**src/rtl/uart_pkg.sv**
```systemverilog
// rtl/uart_pkg.sv - shared UART constants and transmitter state encoding
package uart_pkg;

  localparam int DATA_BITS_DEF  = 8;
  localparam int STOP_BITS_DEF  = 1;
  localparam int FIFO_DEPTH_DEF = 4;

  typedef logic [2:0] tx_state_t;

  localparam tx_state_t ST_IDLE   = 3'd0;
  localparam tx_state_t ST_START  = 3'd1;
  localparam tx_state_t ST_DATA   = 3'd2;
  localparam tx_state_t ST_PARITY = 3'd3;
  localparam tx_state_t ST_STOP   = 3'd4;

endpackage

```
**src/rtl/uart_fifo.sv**
```systemverilog
// rtl/uart_fifo.sv - count-based synchronous FIFO used as the transmit buffer
module uart_fifo #(
  parameter int WIDTH = 8,
  parameter int DEPTH = 4
) (
  input  logic             clk,
  input  logic             rst_n,
  input  logic             push,
  input  logic [WIDTH-1:0] push_data,
  input  logic             pop,
  output logic [WIDTH-1:0] head,
  output logic             full,
  output logic             empty
);

  localparam int AW = $clog2(DEPTH);
  localparam int CW = AW + 1;

  logic [WIDTH-1:0] mem [DEPTH];
  logic [AW-1:0]    wr_ptr;
  logic [AW-1:0]    rd_ptr;
  logic [CW-1:0]    count;
  logic             do_push;
  logic             do_pop;

  assign full    = (count == CW'(DEPTH));
  assign empty   = (count == '0);
  assign do_push = push && !full;
  assign do_pop  = pop && !empty;
  assign head    = mem[rd_ptr];

  always_ff @(posedge clk) begin
    if (do_push) mem[wr_ptr] <= push_data;
  end

  // Pointers wrap naturally because DEPTH is a power of two.
  always_ff @(posedge clk or negedge rst_n) begin
    if (!rst_n) begin
      wr_ptr <= '0;
      rd_ptr <= '0;
      count  <= '0;
    end else begin
      if (do_push) wr_ptr <= wr_ptr + AW'(1);
      if (do_pop)  rd_ptr <= rd_ptr + AW'(1);
      if (do_push && !do_pop)      count <= count + CW'(1);
      else if (!do_push && do_pop) count <= count - CW'(1);
    end
  end

endmodule

```
**src/rtl/uart_tx.sv**
```systemverilog
// rtl/uart_tx.sv - buffered UART transmitter advanced by an external baud tick
module uart_tx
  import uart_pkg::*;
#(
  parameter int DATA_BITS  = DATA_BITS_DEF,
  parameter int PARITY_EN  = 0,
  parameter int PARITY_ODD = 0,
  parameter int STOP_BITS  = STOP_BITS_DEF,
  parameter int FIFO_DEPTH = FIFO_DEPTH_DEF
) (
  input  logic                 clk,
  input  logic                 rst_n,
  input  logic                 tick,
  input  logic [DATA_BITS-1:0] in_data,
  input  logic                 in_valid,
  output logic                 in_ready,
  output logic                 tx,
  output logic                 busy
);

  localparam int BW = $clog2(DATA_BITS) + 1;

  tx_state_t            state;
  logic [DATA_BITS-1:0] shreg;
  logic [BW-1:0]        bit_cnt;
  logic [1:0]           stop_cnt;
  logic                 par_bit;
  logic                 tx_q;
  logic                 ready_en;
  logic [DATA_BITS-1:0] head;
  logic                 full;
  logic                 empty;
  logic                 last_stop;
  logic                 start_ok;

  uart_fifo #(
    .WIDTH (DATA_BITS),
    .DEPTH (FIFO_DEPTH)
  ) u_fifo (
    .clk       (clk),
    .rst_n     (rst_n),
    .push      (in_valid && in_ready),
    .push_data (in_data),
    .pop       (start_ok),
    .head      (head),
    .full      (full),
    .empty     (empty)
  );

  // ready_en keeps in_ready low through reset and the cycle it is released.
  assign in_ready  = ready_en && !full;
  assign busy      = (state != ST_IDLE) || !empty;
  assign tx        = tx_q;
  assign last_stop = (state == ST_STOP) && (stop_cnt == 2'(STOP_BITS));
  assign start_ok  = tick && !empty && ((state == ST_IDLE) || last_stop);

  always_ff @(posedge clk or negedge rst_n) begin
    if (!rst_n) begin
      state    <= ST_IDLE;
      shreg    <= '0;
      bit_cnt  <= '0;
      stop_cnt <= '0;
      par_bit  <= 1'b0;
      tx_q     <= 1'b1;
      ready_en <= 1'b0;
    end else begin
      ready_en <= 1'b1;
      if (start_ok) begin
        shreg   <= head;
        par_bit <= (^head) ^ (PARITY_ODD != 0);
        tx_q    <= 1'b0;
        state   <= ST_START;
      end else if (tick) begin
        case (state)
          ST_IDLE: tx_q <= 1'b1;
          ST_START: begin
            tx_q    <= shreg[0];
            shreg   <= shreg >> 1;
            bit_cnt <= BW'(1);
            state   <= ST_DATA;
          end
          ST_DATA: begin
            if (bit_cnt == BW'(DATA_BITS)) begin
              if (PARITY_EN != 0) begin
                tx_q  <= par_bit;
                state <= ST_PARITY;
              end else begin
                tx_q     <= 1'b1;
                stop_cnt <= 2'd1;
                state    <= ST_STOP;
              end
            end else begin
              tx_q    <= shreg[0];
              shreg   <= shreg >> 1;
              bit_cnt <= bit_cnt + BW'(1);
            end
          end
          ST_PARITY: begin
            tx_q     <= 1'b1;
            stop_cnt <= 2'd1;
            state    <= ST_STOP;
          end
          ST_STOP: begin
            tx_q <= 1'b1;
            if (last_stop) state <= ST_IDLE;
            else           stop_cnt <= stop_cnt + 2'd1;
          end
          default: begin
            tx_q  <= 1'b1;
            state <= ST_IDLE;
          end
        endcase
      end
    end
  end

endmodule

```
**config.mk**
```make
export PLATFORM = sky130hd
export DESIGN_NAME = uart_tx
export DESIGN_NICKNAME = d
export VERILOG_FILES = /design/src/rtl/uart_pkg.sv /design/src/rtl/uart_fifo.sv /design/src/rtl/uart_tx.sv
export SDC_FILE = /design/constraint.sdc
export NUM_CORES = 1
export LEC_CHECK = 0
export CAP_MARGIN = 20
export CORE_UTILIZATION = 25
export DETAILED_ROUTE_END_ITERATION = 8
export DONT_BUFFER_PORTS = 1
export PLACE_DENSITY = 0.42
export SETUP_SLACK_MARGIN = 0.2
export SYNTH_ARGS = -nofsm -noshare
export SYNTH_HDL_FRONTEND = slang
export SYNTH_SLANG_ARGS = --single-unit
```
**constraint.sdc**
```tcl
create_clock -name clk -period 5.1 [get_ports clk]
set_input_delay 0.51 -clock clk [delete_from_list [all_inputs] [get_ports clk]]
set_output_delay 0.51 -clock clk [all_outputs]
set_load 0.02 [all_outputs]
```
==> results of run 1 <==
## state kept, by name, summed over array words and instances (netlist names)
name,flops
ready_en,1
u_fifo.count,3
state,3
u_fifo.wr_ptr,2
stop_cnt,2
tx,1
u_fifo.mem,32
shreg,8
u_fifo.rd_ptr,2
bit_cnt,4
## worst paths after layout
kind | start | to | slack, ns
max | stop_cnt[1] | u_fifo.count[1] | 2.62
min | in_data[0] | u_fifo.mem[3][0] | 0.27
max reg2reg | stop_cnt[1] | u_fifo.count[1] | 2.62
min reg2reg | u_fifo.count[2] | u_fifo.count[2] | 0.48
max in group asynchronous | rst_n | tx | 4.24
min in group asynchronous | rst_n | u_fifo.wr_ptr[1] | 0.63
## cell type report
cell class | instances | area [um2]
Clock buffer | 9 | 124
Clock inverter | 7 | 103
Fill cell | 1015 | 6880
Inverter | 11 | 41.3
Multi-Input combinational cell | 98 | 812
Sequential cell | 58 | 1610
Tap cell | 133 | 166
Timing Repair Buffer | 3 | 37.5
## power breakdown
group | total (W) | switching, W | internal, W
Sequential | 0.000739 | 0.000122 | 0.000617
Clock | 0.000477 | 0.000198 | 0.000279
Combinational | 0.000392 | 0.000192 | 0.000200
Total | 0.00161 | 0.000512 | 0.00110
## critical path: stages (launching register included)
cell      delay [ns]
dfrtp_1         0.38
inv_1           0.07
ha_1            0.17
nand2b_1        0.11
and4_1          0.44
inv_2           0.20
ha_1            0.26
inv_1           0.07
fa_1            0.40
mux2_2          0.27
## cells by family (layout without fill, tap and decap cells)
kind of cell,after synthesis,in the layout,synth area share
compound gates,29,29,0.0776
mux,10,10,0.0801
buf+inv,20,30,0.0415
simple gates,43,43,0.0935
flops,58,58,0.637
other cells,1,1,0.00148
fa+ha+maj,9,9,0.0475
xor+xnor,6,6,0.0208
## cell usage after synthesis (2+ instances only)
library cell  instances  area [um2]
a21boi_0              2        15.0
o22ai_1               2        12.5
buf_2                 3        15.0
a22oi_1               6        45.0
ha_1                  8         100
a22o_1                2        17.5
or3_1                 4        25.0
a31oi_1               3        18.8
o21ai_0               5        25.0
buf_6                 2        22.5
edfxtp_1             32         961
inv_1                10        37.5
a21oi_1               5        25.0
xor2_1                2        17.5
and4bb_2              2        25.0
mux4_2                8         180
buf_4                 3        22.5
or4_1                 2        15.0
xnor2_1               4        35.0
mux2_2                2        22.5
and3_1                5        31.3
nor2_1                5        18.8
nand3_1               6        30.0
nand2_1              13        48.8
dfrtp_1              25         626
## layer usage
metal  GRT usage  vias to the layer above
li1            -                      661
met1       0.124                      668
met2       0.152                       27
met3      0.0447                        7
met4      0.0396                        0
met5           0                        -
## metrics by stage
step / setup slack [ns] / cell area [um2] / instances / total power, W / hold WS, ns
floorplan: 2.62 / 2530 / 176 / 0.00107 / 0.214
CTS: 2.61 / 2900 / 319 / 0.00164 / 0.246
finish: 2.62 / 2900 / 319 / 0.00161 / 0.270
detailed placement: 2.63 / 2640 / 301 / 0.00114 / 0.215
global route: 2.43 / 2900 / 319 / 0.00172 / 0.239
global placement: 2.67 / 2640 / 301 / 0.00114 / 0.215
==> results.cfg, run 1 <==
[run_status]
status = finished clean

[final_layout]
antenna_cells = 0
layout_commonest_cell = edfxtp_1
final_cell_mix = edfxtp_1 (32), dfrtp_1 (25), nand2_1 (13), inv_1 (10), clkbuf_8 (9)
final_nets = 202
syn_to_final_growth_pct = 14.5
drive_gt1_frac = 0.188
final_util = 0.296

[timing]
skew_ns = 0.00581
tightest_slew_ns = 0.607
final.setup.tns_ns = 0
finalSetupViolations = 0
timing.final.crit_share = 0.486
grt_setup_unrepaired = no
drv_slew = 0
fmax_mhz = 404
post-route-min-period_ns = 2.48
relSlewSlack = 0.595
finalHoldViolCount = 0

[synth]
yosysWarnings = 0
synth_ff_type = edfxtp_1
syn-num-nets = 197
syn_inst = 176
synth_edf_count = 32
yosysSeqAreaShare = 0.637
synth_seq_cells = 58
syn_area_um2 = 2530
synth.distinct_cells = 40
avgSynthCellArea_um2 = 14.4
synth-async-reset-ratio = 0.448

[clocking]
cts_max_level = 3
cts_hold_buf = 2
clockRootBuffer = clkbuf_8
tritoncts = built
cts_buffer_depth = 2
cts_setup_buffers = 0
clk_pin_slew_ns = 0.07
insertion_delay_ns = 0.33
cts_resized = 0
numCtsBuffers = 9
cts.sinks = 58

[drt]
routedWlPerCell_um = 14.3
vias_per_cell = 4.27
vias = 1363
firstDrtPassIters = 4
wl_met1_um = 2130
route.met3.wl_um = 265
routed-wl-met2_um = 2120
remaining_drc_errors = 0
drtIter0Drc = 42
top_layer = met4
drt_wl_total_um = 4560
ant_nets = 0

[worst_setup_path]
arrival_ns = 2.69
crit_required_ns = 5.31
worst_setup_path_start_kind = flop
cp-end-kind = flop
r2r_cells = 9
cp_max_fo = 11
criticalPathCategory = flop to flop

[global_route]
overflow = 0
grt_use_total = 0.0999
grt_pass1_vias = 1447
antenna_found_initial = 0
grt_pass1_wl_um = 7530
grt_max_degree = 27

[hold_path]
hold_path_class = input port to flop
whs_path_depth = 0

[placement]
port_buffers = 0
post-dp-hpwl_um = 2970
gp_congestion = 0.625

[power_and_ir_drop]
power.leakage_nw = 1.10
p_per_area_nw_per_um2 = 555
ir_worst_vdd_mv = 0.228

[floorplanning]
die-height_um = 103
rows = 36
initial_core_util = 0.259
fp.dieW_um = 103
die_area_um2 = 10500
core_um2 = 9770
io_pins = 15

[job]
maxCapViolations = 0
(Power assumes the default switching activity.)
==> run 2: changes to the inputs <==
--- a/config.mk
+++ b/config.mk
@@ -9,7 +9,7 @@
 export CORE_UTILIZATION = 25
 export DETAILED_ROUTE_END_ITERATION = 8
 export DONT_BUFFER_PORTS = 1
-export PLACE_DENSITY = 0.42
+export PLACE_DENSITY = 0.44
 export SETUP_SLACK_MARGIN = 0.2
 export SYNTH_ARGS = -nofsm -noshare
 export SYNTH_HDL_FRONTEND = slang
==> constraint.sdc (replaced) <==
create_clock -name clk -period 2 [get_ports clk]
set_input_delay 0.2 -clock clk [delete_from_list [all_inputs] [get_ports clk]]
set_output_delay 0.2 -clock clk [all_outputs]
set_load 0.02 [all_outputs]
==> run 2 against run 1 <==
Effect of this change:
- clock skew barely moved
- fmax rose by 26%
- die area did not move
- flip-flop and latch count did not move
- sequential power rose by 140%
- global-route usage rose by 0.23 points
- wire length rose by 3.1%
- count of clock-buffer cells in the layout rose by 1
- design area rose by 11%
==> results.cfg, run 2 (synthesis results as in run 1) <==
[run_status]
status = finished clean

[final_layout]
antenna_cells = 0
fillerInstances = 982
regArea_um2 = 1610
final_cell_mix = edfxtp_1 (32), buf_4 (26), dfrtp_1 (25), nand2_1 (13), dlygate4sd3_1 (10)
final_nets = 236
multi_input_area_um2 = 873
reg.largest.list = u_fifo.mem x32, shreg x8, bit_cnt x4
layout_commonest_cell = edfxtp_1
drive_gt1_frac = 0.309
largest_reg_flops = 32
instances_no_fill = 353
syn_to_final_growth_pct = 27.3
regMostFlops = u_fifo.mem

[clocking]
cts_max_level = 3
clockRootBuffer = clkbuf_8
numCtsBuffers = 9
clk_pin_slew_ns = 0.07
cts_buffer_depth = 2
tritoncts = built
insertion_delay_ns = 0.33
cts.sinks = 58

[power_and_ir_drop]
power_w = 0.00437
p_per_area_nw_per_um2 = 1360
ir_worst_vdd_mv = 0.494
power.leakage_nw = 1.28

[global_route]
grt_pass1_vias = 1594
grt_max_degree = 27
grt_pass1_wl_um = 7850
overflow = 0
grt_use_total = 0.102
antenna_found_initial = 0

[job]
maxCapViolations = 0

[hold_path]
min_to = tx
min_from = tick
whs_path_depth = 1
hold_path_class = input port to flop

[worst_setup_path]
r2r_start = stop_cnt[1]
cp_max_fo = 2
rr_endpoint = u_fifo.count[1]
crit_required_ns = 2.21
critPathTopFamily = adder cells
cp-end-kind = flop
worst_setup_path_start_kind = flop
rrSetupSlack_ns = 0.03
worst-path-buf-inv = 3
slowest_delay_ns = 0.41
criticalPathCategory = flop to flop
r2r_cells = 9
path_cells = inv_2 -> ha_4 -> nand2b_4 -> and4_4 -> inv_4 -> ha_4 -> inv_2 -> fa_2 -> mux2_4
arrival_ns = 2.18
crit_path_top_delay_cell = fa_2

[timing]
post-route-min-period_ns = 1.97
drv_slew = 0
finalSetupViolations = 0
finalHoldViolCount = 0
grt_setup_unrepaired = yes
timing.final.crit_share = 0.986
timing.final.ws_setup_ns = 0.0287
hold_slack_ns = 0.0770
skew_ns = 0.00585
final.setup.tns_ns = 0
fmax_mhz = 507

[floorplanning]
die-height_um = 103
io_pins = 15
fp.dieW_um = 103
initial_core_util = 0.259
die_area_um2 = 10500
core_um2 = 9770
rows = 36

[drt]
firstDrtPassIters = 4
drtIter0Drc = 43
ant_nets = 0
drt_wl_total_um = 4700
routedWlPerCell_um = 13.3
vias_per_cell = 4.29
vias = 1514
remaining_drc_errors = 0

[placement]
port_buffers = 0
preCtsSetupSlack_ns = -0.0204
gp_congestion = 0.670
dp_cells = 320
post-dp-hpwl_um = 3170
## run 2: changes by cell type in the layout (fill, tap and decap cells not counted), moves of 2 or more
cell and delta:
buf_4 +25, dlygate4sd3_1 +9, clkinv_4 -3, clkinv_2 +2, ha_1 -2, ha_4 +2
inv_1 -2
## run 2: worst reg2reg max path, delay by kind of cell, from the launching register on
kind          cells  cell delay, ns
fa+ha+maj         3            0.69
buf+inv           3            0.16
flops             1            0.39
mux               1            0.27
simple gates      2            0.34
## run 2: worst max path at each step
stage	endpoint	cells past startpoint	start	slack, ns
final	u_fifo.count[1]	9	stop_cnt[1]	0.03
after global routing	u_fifo.count[1]	9	stop_cnt[1]	-0.05
after CTS	u_fifo.count[1]	9	stop_cnt[1]	0.01
after detailed placement	u_fifo.count[2]	9	u_fifo.count[2]	-0.02
after global placement	u_fifo.count[1]	9	stop_cnt[1]	0.005
after floorplan	u_fifo.count[2]	11	u_fifo.count[2]	-0.19
## run 2: what timing repair did
item / in CTS / in global routing
setup buffers: 3 / 3
endpoints found under the setup margin: 3 / 9
hold buffers: 11 / 0
hold endpoints to repair: 61 / 0
pin swaps: 6 / 4
resized for setup: 6 / 3
## run 2: where the power goes
| group | total (W) | leakage [nW] | internal [W] | switching [W] |
|---|---|---|---|---|
| Combinational | 0.00144 | 0.571 | 0.000766 | 0.000677 |
| Clock | 0.00115 | 0.104 | 0.000693 | 0.000455 |
| Sequential | 0.00178 | 0.603 | 0.00157 | 0.000202 |
## run 2: layout make-up
class | count | area share
multi-input combinational | 98 | 0.271
tap | 133 | 0.0517
timing repair buffer | 37 | 0.0979
sequential | 58 | 0.501
clock buffer | 10 | 0.0396
inverter | 11 | 0.0136
clock inverter | 6 | 0.0253
## run 2: metal layers
metal  part of all wire  global-route usage  vias up  wire [um]
li1                   -                   -      727          -
met1               0.48               0.126      754       2240
met2               0.47               0.158       27       2210
met3              0.040              0.0393        6        188
met4              0.013              0.0462        0         63
met5                  0                   0        -          0
## run 2: metrics by stage
stage / area [um2] / util
after floorplan: 2550 / -
after global placement: 2810 / 0.287
after CTS: 3180 / 0.326
final: 3220 / 0.329
after detailed placement: 2810 / 0.287
after global routing: 3220 / 0.329
